<file path="src/rtl/ilog2_pipe.sv">
// ilog2_pipe: fully pipelined floor(log2) with tag passthrough and global valid/ready backpressure.
// Define ILOG2_FRAC_EN to add a normalisation stage and the out_frac mantissa port.
module ilog2_pipe #(
    parameter int DATA_W = 32,
    parameter int TAG_W  = 8,
    parameter int FRAC_W = 4,
    localparam int LOG_W = $clog2(DATA_W)
) (
    input  logic              clk,
    input  logic              reset,
    input  logic              in_valid,
    output logic              in_ready,
    input  logic [DATA_W-1:0] in_data,
    input  logic [TAG_W-1:0]  in_tag,
    output logic              out_valid,
    input  logic              out_ready,
    output logic [LOG_W-1:0]  out_log2,
    output logic              out_zero,
    output logic [TAG_W-1:0]  out_tag
`ifdef ILOG2_FRAC_EN
    ,
    output logic [FRAC_W-1:0] out_frac
`endif
);

    localparam int NS = LOG_W;

    if (DATA_W < 2 || DATA_W > 64 || (DATA_W & (DATA_W - 1)) != 0 || FRAC_W < 1) begin : g_bad_param
        $error("ilog2_pipe: DATA_W must be a power of two in 2..64 and FRAC_W >= 1");
    end

    logic adv;

    // Per-stage slot: window still holding the leading one, exponent found so far.
    logic              vld_q  [NS];
    logic              vld_d  [NS];
    logic              zero_q [NS];
    logic              zero_d [NS];
    logic [LOG_W-1:0]  exp_q  [NS];
    logic [LOG_W-1:0]  exp_d  [NS];
    logic [TAG_W-1:0]  tag_q  [NS];
    logic [TAG_W-1:0]  tag_d  [NS];
    logic [DATA_W-1:0] win_q  [NS];
    logic [DATA_W-1:0] win_d  [NS];

    assign adv      = !out_valid || out_ready;
    assign in_ready = adv;

    always_comb begin
        for (int k = 0; k < NS; k++) begin
            vld_d[k]  = vld_q[k];
            zero_d[k] = zero_q[k];
            exp_d[k]  = exp_q[k];
            tag_d[k]  = tag_q[k];
            win_d[k]  = win_q[k];
        end
        if (adv) begin
            vld_d[0]  = in_valid;
            zero_d[0] = (in_data == '0);
            tag_d[0]  = in_tag;
            if ((in_data >> (DATA_W / 2)) != '0) begin
                exp_d[0] = LOG_W'(DATA_W / 2);
                win_d[0] = in_data >> (DATA_W / 2);
            end else begin
                exp_d[0] = '0;
                win_d[0] = in_data & ~({DATA_W{1'b1}} << (DATA_W / 2));
            end
            for (int k = 1; k < NS; k++) begin
                vld_d[k]  = vld_q[k-1];
                zero_d[k] = zero_q[k-1];
                tag_d[k]  = tag_q[k-1];
                if ((win_q[k-1] >> (DATA_W >> (k + 1))) != '0) begin
                    exp_d[k] = exp_q[k-1] + LOG_W'(DATA_W >> (k + 1));
                    win_d[k] = win_q[k-1] >> (DATA_W >> (k + 1));
                end else begin
                    exp_d[k] = exp_q[k-1];
                    win_d[k] = win_q[k-1] & ~({DATA_W{1'b1}} << (DATA_W >> (k + 1)));
                end
            end
        end
    end

    always_ff @(posedge clk or posedge reset) begin
        if (reset) begin
            for (int k = 0; k < NS; k++) begin
                vld_q[k]  <= 1'b0;
                zero_q[k] <= 1'b0;
                exp_q[k]  <= '0;
                tag_q[k]  <= '0;
                win_q[k]  <= '0;
            end
        end else begin
            for (int k = 0; k < NS; k++) begin
                vld_q[k]  <= vld_d[k];
                zero_q[k] <= zero_d[k];
                exp_q[k]  <= exp_d[k];
                tag_q[k]  <= tag_d[k];
                win_q[k]  <= win_d[k];
            end
        end
    end

`ifdef ILOG2_FRAC_EN
    // The window discards the bits below the leading one, so the full operand rides alongside.
    logic [DATA_W-1:0] opnd_q [NS];
    logic [DATA_W-1:0] opnd_d [NS];
    logic              fvld_q, fvld_d;
    logic              fzero_q, fzero_d;
    logic [LOG_W-1:0]  flog_q, flog_d;
    logic [TAG_W-1:0]  ftag_q, ftag_d;
    logic [FRAC_W-1:0] frac_q, frac_d;

    always_comb begin
        for (int k = 0; k < NS; k++) begin
            opnd_d[k] = opnd_q[k];
        end
        if (adv) begin
            opnd_d[0] = in_data;
            for (int k = 1; k < NS; k++) begin
                opnd_d[k] = opnd_q[k-1];
            end
        end
    end

    // Left-justify the leading one, then take the FRAC_W bits beneath it (zero-padded).
    always_comb begin
        fvld_d  = fvld_q;
        fzero_d = fzero_q;
        flog_d  = flog_q;
        ftag_d  = ftag_q;
        frac_d  = frac_q;
        if (adv) begin
            fvld_d  = vld_q[NS-1];
            fzero_d = zero_q[NS-1];
            flog_d  = exp_q[NS-1];
            ftag_d  = tag_q[NS-1];
            frac_d  = FRAC_W'(({opnd_q[NS-1], {FRAC_W{1'b0}}}
                               << (DATA_W - 1 - int'(exp_q[NS-1]))) >> (DATA_W - 1));
        end
    end

    always_ff @(posedge clk or posedge reset) begin
        if (reset) begin
            for (int k = 0; k < NS; k++) begin
                opnd_q[k] <= '0;
            end
            fvld_q  <= 1'b0;
            fzero_q <= 1'b0;
            flog_q  <= '0;
            ftag_q  <= '0;
            frac_q  <= '0;
        end else begin
            for (int k = 0; k < NS; k++) begin
                opnd_q[k] <= opnd_d[k];
            end
            fvld_q  <= fvld_d;
            fzero_q <= fzero_d;
            flog_q  <= flog_d;
            ftag_q  <= ftag_d;
            frac_q  <= frac_d;
        end
    end

    assign out_valid = fvld_q;
    assign out_zero  = fzero_q;
    assign out_log2  = flog_q;
    assign out_tag   = ftag_q;
    assign out_frac  = frac_q;
`else
    assign out_valid = vld_q[NS-1];
    assign out_zero  = zero_q[NS-1];
    assign out_log2  = exp_q[NS-1];
    assign out_tag   = tag_q[NS-1];
`endif

endmodule

</file>
<file path="config.mk">
export PLATFORM = sky130hd
export DESIGN_NAME = ilog2_pipe
export DESIGN_NICKNAME = d
export VERILOG_FILES = /design/src/rtl/ilog2_pipe.sv
export SDC_FILE = /design/constraint.sdc
export NUM_CORES = 1
export LEC_CHECK = 0
export ABC_CLOCK_PERIOD_IN_PS = 3100
export CORE_MARGIN = 2
export CORE_UTILIZATION = 46
export DETAILED_ROUTE_END_ITERATION = 8
export PLACE_DENSITY_LB_ADDON = 0.12
export RECOVER_POWER = 100
export SLEW_MARGIN = 5
export SYNTH_ARGS = -nofsm -noshare
export SYNTH_HDL_FRONTEND = slang
export SYNTH_SLANG_ARGS = --single-unit
</file>
<file path="constraint.sdc">
create_clock -name clk -period 3.1 [get_ports clk]
set_input_delay 0.775 -clock clk [delete_from_list [all_inputs] [get_ports clk]]
set_output_delay 0.775 -clock clk [all_outputs]
set_load 0.005 [all_outputs]
</file>
==> results of run 1 <==
[logic make-up (layout without fill, tap and decap cells)]
family | after synthesis | in the layout | synth area share (%)
flip-flops | 91 | 91 | 61.5
AO/OA/AOI/OAI | 35 | 35 | 4.80
buffers and inverters | 38 | 82 | 6.01
AND/OR/NAND/NOR | 258 | 258 | 27.7
[final timing paths]
| kind | startpoint | to | slack [ps] | cells past startpoint |
|---|---|---|---|---|
| worst max-delay path | out_ready | in_ready | 230 | 4 |
| worst min-delay path | out_log2[3] | out_log2[3] | 470 | 2 |
| worst max register to register | out_valid | win_q[66] | 920 | 5 |
| worst min register to register | out_log2[3] | out_log2[3] | 470 | 2 |
| max in group asynchronous | reset | vld_q[4] | 1000 | 3 |
| min in group asynchronous | reset | out_log2[0] | 1310 | 3 |
[layout make-up]
class | instances | area (um2) | area share, %
Clock buffer | 9 | 124 | 2.79
Clock inverter | 7 | 73.8 | 1.66
Inverter | 3 | 16.3 | 0.366
Multi-Input combinational cell | 293 | 1210 | 27.3
Sequential cell | 91 | 2280 | 51.2
Tap cell | 102 | 128 | 2.87
Timing Repair Buffer | 63 | 616 | 13.8
[layer usage]
layer | wire, um | global-route usage (%)
met1 | 3140 | 21.1
met2 | 2830 | 25.7
met3 | 386 | 4.17
met4 | 68 | 5.80
met5 | 0 | 0
[state kept, by name, summed over array words and instances, names as in the netlist]
name / cells
out_valid: 1
out_log2: 5
tag_q: 32
vld_q: 4
out_tag: 8
zero_q: 4
win_q: 26
exp_q: 10
out_zero: 1
[tightest hold or removal path, stage by stage, from the launching register on]
cell,delay (ps)
dfrtp_1,350
nand2_1,50
nand2_1,50
[power breakdown]
group | switching, W | leakage [nW] | internal (W)
Clock | 0.000406 | 0.100 | 0.000378
Combinational | 0.000515 | 0.989 | 0.000421
Sequential | 0.000228 | 1.08 | 0.00164
Total | 0.00115 | 2.17 | 0.00244
[stage by stage]
step	hold WS [ps]	instances	utilization, %	power, W
CTS	471	568	57.5	0.00369
detailed placement	448	552	54.9	0.00289
finish	465	568	57.2	0.00358
global placement	441	552	54.9	0.00285
global route	487	568	57.2	0.00390
floorplan	430	422	-	0.00259
[cell usage in the layout (no fill, tap or decap), drive strengths merged, types with 3 or more instances in the layout]
cell type        n
dfrtp           91
nand2          211
dlygate4sd3     18
nor2            21
clkinv           3
a21oi           32
inv              4
nand3           10
clkbuf          12
clkdlybuf4s50   41
nor4            10
==> summary.txt, run 1 <==
clock skew - 8.45 ps
GRT Residual Overflow - 0
Max FO, Critical Path - 5
top-count cell post-synth - nand2_1
clk_lat worst skew - 340 ps
yosys warns - 0
num ports - 60
htree depth - 3
RSZ-0062 raised after global routing - no
Distinct cells, synth - 21
DRC Markers - 0
Cell Area, Synth - 3700 um2
fmax - 0.348 GHz
FP Rows - 32
Pwr per Cell Area - 806 nW/um2
Max clock buf depth - 2
postcts setup bufs - 0
largest net degree at the start of global routing - 92
synth top area cells - dfrtp_1, nand2_1, a21oi_1
CP Capture Type - output port
status - complete, no violations
gpl congestion - 0.754
Worst Tran Pin Value - 1390 ps
core area - 7770 um2
syn nets - 466
IO Port Bufs - 59
vias in the first global route - 2606
min cycle time layout - 2870 ps
setup TNS - 0 ps
Crit Path Class - in -> out
Post-synth EDFFs - 0
top_reg_cell synth - dfrtp_1
initial drt markers - 122
max_slew headroom - 7.46%
setup violators final - 0
total CTS buffers - 9
first-pass GRT wire length - 11.1 mm
Worst Path Arrival - 2100 ps
# diodes - 0
post-CTS sizing - 0
crit-path max cell delay - 590 ps
CP required - 2320 ps
final hold vios - 0
clock slew at reported path FFs - 90 ps
TritonCTS clock tree - yes
Synth top cells by count - nand2_1, dfrtp_1, a21oi_1
Synth top area share - 61.5%
CP cell instances - clkdlybuf4s50_1 -> nor2b_4 -> clkinv_2 -> dlygate4sd3_1
max-cap viol count - 0
Die Ht - 93.7 um
all-layer global routing usage - 16.0%
die width - 93.7 um
WP buf/inv - 3
final instance area - 4450 um2
Synth async-reset ratio - 100%
Antenna Violating Nets Remaining - 0
antenna violations before repair - 0
Hold Buf Count CTS - 0
VDD IR max - 297 uV
Final nets - 505
dpl ws - 352 ps
worst min-delay path category - reg -> reg
#FFs+latches synth - 91
Syn Area/Cell - 8.78 um2
Seq/Total Area, Yosys - 61.5%
clk root buf - clkbuf_8
cell taking the most area after synthesis - dfrtp_1
via count - 2704
Tcrit/Tclk final - 92.7%
share of layout cells above drive strength 1 - 4.94%
FILL cells - 737
final WL - 6.43 mm
CTS Sinks - 91
DIE AREA - 8790 um2
starting density of the core - 47.7%
via/cell ratio - 4.76
type of origin of the critical path - input pin
CP top delay family - buffers and inverters
Placed Instance Area - 4270 um2
drt wl/cell - 11.3 um
Post-DP HPWL - 4.14 mm
final setup margin - 227 ps
Gate Count Post-Synth - 422
leakage - 2.17 nW
final number of max-transition violations - 0
crit path max-delay cell type - dlygate4sd3_1
drt pass-1 iters - 4
area grow syn2layout - 20.0%
Note: power is estimated with default switching activity, not from simulation.
==> run 2, diff against run 1 <==
CAP_MARGIN = 20   (was not set)
==> results of run 2 <==
Final layout, timing and power as in run 1 (identical DEF).
==> run 3, diff against run 2 <==
GPL_TIMING_DRIVEN = 0   (was not set)
==> run 3 against run 2 <==
  * Clock skew is 0.83 ps higher
  * Global-route usage is 2.7 points higher
  * Cell area is 3.9% higher
  * Sequential share of layout area is 1.9 points lower
  * Power is 6.0% higher
  * Clock-buffer cell count is 2 higher
  * Largest power group unchanged
  * Highest routed layer unchanged
==> summary.txt, run 3 (synthesis gave the netlist of run 1 again) <==
crit path max-delay cell type - clkdlybuf4s50_1
all-layer global routing usage - 18.7% (+2.7 points)
final WL - 7.15 mm (+11%)
RR Startpoint - out_valid
Largest regs - tag_q (32), win_q (26), exp_q (10)
total CTS buffers - 9 (unchanged)
clock power share - 21.9% (about the same)
Finished Core Util - 59.5% (+2.2 points)
Comb pwr share - 28.6% (+2.5 points)
fmax - 0.336 GHz (-3.4%)
Tcrit/Tclk final - 96.0% (+3.3 points)
TritonCTS clock tree - yes
placed insts - 585 (+6.0%)
Most flops, register - tag_q
GRT Residual Overflow - 0 (unchanged)
Critical path origin - out_ready
clk root buf - clkbuf_8
Post-DP HPWL - 5.17 mm (+25%)
drt wl/cell - 11.9 um (+5.2%)
final hold vios - 0 (unchanged)
via count - 2898 (+7.2%)
post-route insts no fill - 600 (+5.6%)
Worst Tran Pin Value - 1180 ps (-208 ps)
num ports - 60 (unchanged)
net switching power - 0.00122 W (+6.2%)
DRC Markers - 0 (unchanged)
Max FO, Critical Path - 19 (+14)
Antenna Violating Nets Remaining - 0 (unchanged)
Final nets - 537 (+6.3%)
hold path start - vld_q[1]
final setup margin - 125 ps (-101 ps)
clock slew at reported path FFs - 90 ps (about the same)
vias in the first global route - 2904 (+11%)
Worst Path Arrival - 2200 ps (+100 ps)
WP buf/inv - 4 (+1)
crit-path max cell delay - 540 ps (-50 ps)
switching part of the total - 32.1% (+0.051 points)
htree depth - 3 (unchanged)
max reg flops - 32 (unchanged)
Fin Hold WS - 465 ps (-0.690 ps)
clk_lat worst skew - 350 ps (about the same)
IO Port Bufs - 59 (unchanged)
leakage - 2.25 nW (+3.9%)
most frequent cells in the layout - nand2_1, dfrtp_1, clkdlybuf4s50_1, a21oi_1, nor2_1
CP Capture Type - output port
max-cap viol count - 0 (unchanged)
worst min-delay path category - reg -> reg
status - complete, no violations
drt pass-1 iters - 4 (unchanged)
Crit Path Class - in -> out
dpl ws - -142 ps (-494 ps)
Most common cell on crit path - clkdlybuf4s50_1
area grow syn2layout - 24.7%
share of layout cells above drive strength 1 - 7.03% (+2.1 points)
initial drt markers - 94 (-23%)
final number of max-transition violations - 0 (unchanged)
core area - 7770 um2 (unchanged)
commonest non-fill, non-tap cell in the layout - nand2_1
# diodes - 0 (unchanged)
first-pass GRT wire length - 13.1 mm (+18%)
via/cell ratio - 4.83 (+1.5%)
max_slew headroom - 20.9% (+13 points)
gpl congestion - 0.758 (+0.46%)
Power Internal - 0.00258 W (+5.9%)
CTS Sinks - 91 (unchanged)
setup violators final - 0 (unchanged)
sequential share of power - 49.5% (-2.5 points)
clock skew - 9.27 ps (+0.828 ps)
RSZ-0062 raised after global routing - no
CP required - 2320 ps (about the same)
min cycle time layout - 2970 ps (+101 ps)
CP cell instances - clkdlybuf4s50_1 -> nor2b_1 -> inv_2 -> buf_6 -> clkdlybuf4s50_1
CP top delay family - buffers and inverters
largest net degree at the start of global routing - 37 (-60%)
die width - 93.7 um (unchanged)
Max clock buf depth - 2 (unchanged)
antenna violations before repair - 0 (unchanged)
VDD IR max - 266 uV (-11%)
FP Rows - 32 (unchanged)
DIE AREA - 8790 um2 (unchanged)
Pwr per Cell Area - 823 nW/um2 (+2.1%)
type of origin of the critical path - input pin
starting density of the core - 47.7% (unchanged)
Die Ht - 93.7 um (unchanged)
## run 3: layer usage
| metal | GRT usage, % | vias up | routed length (um) |
|---|---|---|---|
| li1 | - | 1460 | - |
| met2 | 30.1 | 73 | 3200 |
| met4 | 7.25 | 0 | 135 |
| met1 | 25.7 | 1352 | 3480 |
| met5 | 0 | - | 0 |
| met3 | 2.97 | 13 | 327 |
## run 3: cell type report
cell class                      count  area, um2
Clock inverter                      5       58.8
Fill cell                         720       3150
Multi-Input combinational cell    293       1200
Sequential cell                    91       2280
Tap cell                          102        128
Clock buffer                       11        151
Inverter                            3       12.5
Timing Repair Buffer               61        601
Buffer                             34        185
## run 3: power by group through the flow
stage | sequential (W) | combinational, W | clock [W]
floorplan | 0.00184 | 0.000754 | 0
global placement | 0.00189 | 0.00111 | 0
detailed placement | 0.00191 | 0.00115 | 0
CTS | 0.00188 | 0.00115 | 0.000845
global route | 0.00195 | 0.00128 | 0.000897
finish | 0.00188 | 0.00109 | 0.000832
## run 3: what timing repair did
| item | 4_1_cts | 5_1_grt |
|---|---|---|
| setup buffers | 0 | 0 |
| cloned | 0 | 0 |
| hold buffers | 0 | 0 |
| endpoints found under the setup margin | 1 | 1 |
| resized for setup | 1 | 1 |
## run 3: worst reg2reg max path, stage by stage (launching register included)
cell and delay, ps:
dfrtp_1 360, nor2b_1 240, clkbuf_1 430, clkbuf_1 440
nand2_1 100, nand2_1 80
## run 3: metrics by stage
stage | setup TNS [ps] | cell area (um2) | power (W)
floorplan | 0 | 3710 | 0.00259
global placement | -157 | 4430 | 0.00300
detailed placement | -142 | 4470 | 0.00305
CTS | 0 | 4670 | 0.00388
global route | 0 | 4620 | 0.00412
finish | 0 | 4620 | 0.00380
## run 3: path summary, 6_finish.rpt
check                      slack (ps)  cells past startpoint     endpoint
setup / recovery                  130                      5     in_ready
hold / removal                    460                      2     vld_q[1]
setup reg to reg                 1390                      5     exp_q[9]
hold reg to reg                   460                      2     vld_q[1]
max in group asynchronous         620                      3   win_q[140]
min in group asynchronous        1110                      2  out_log2[1]
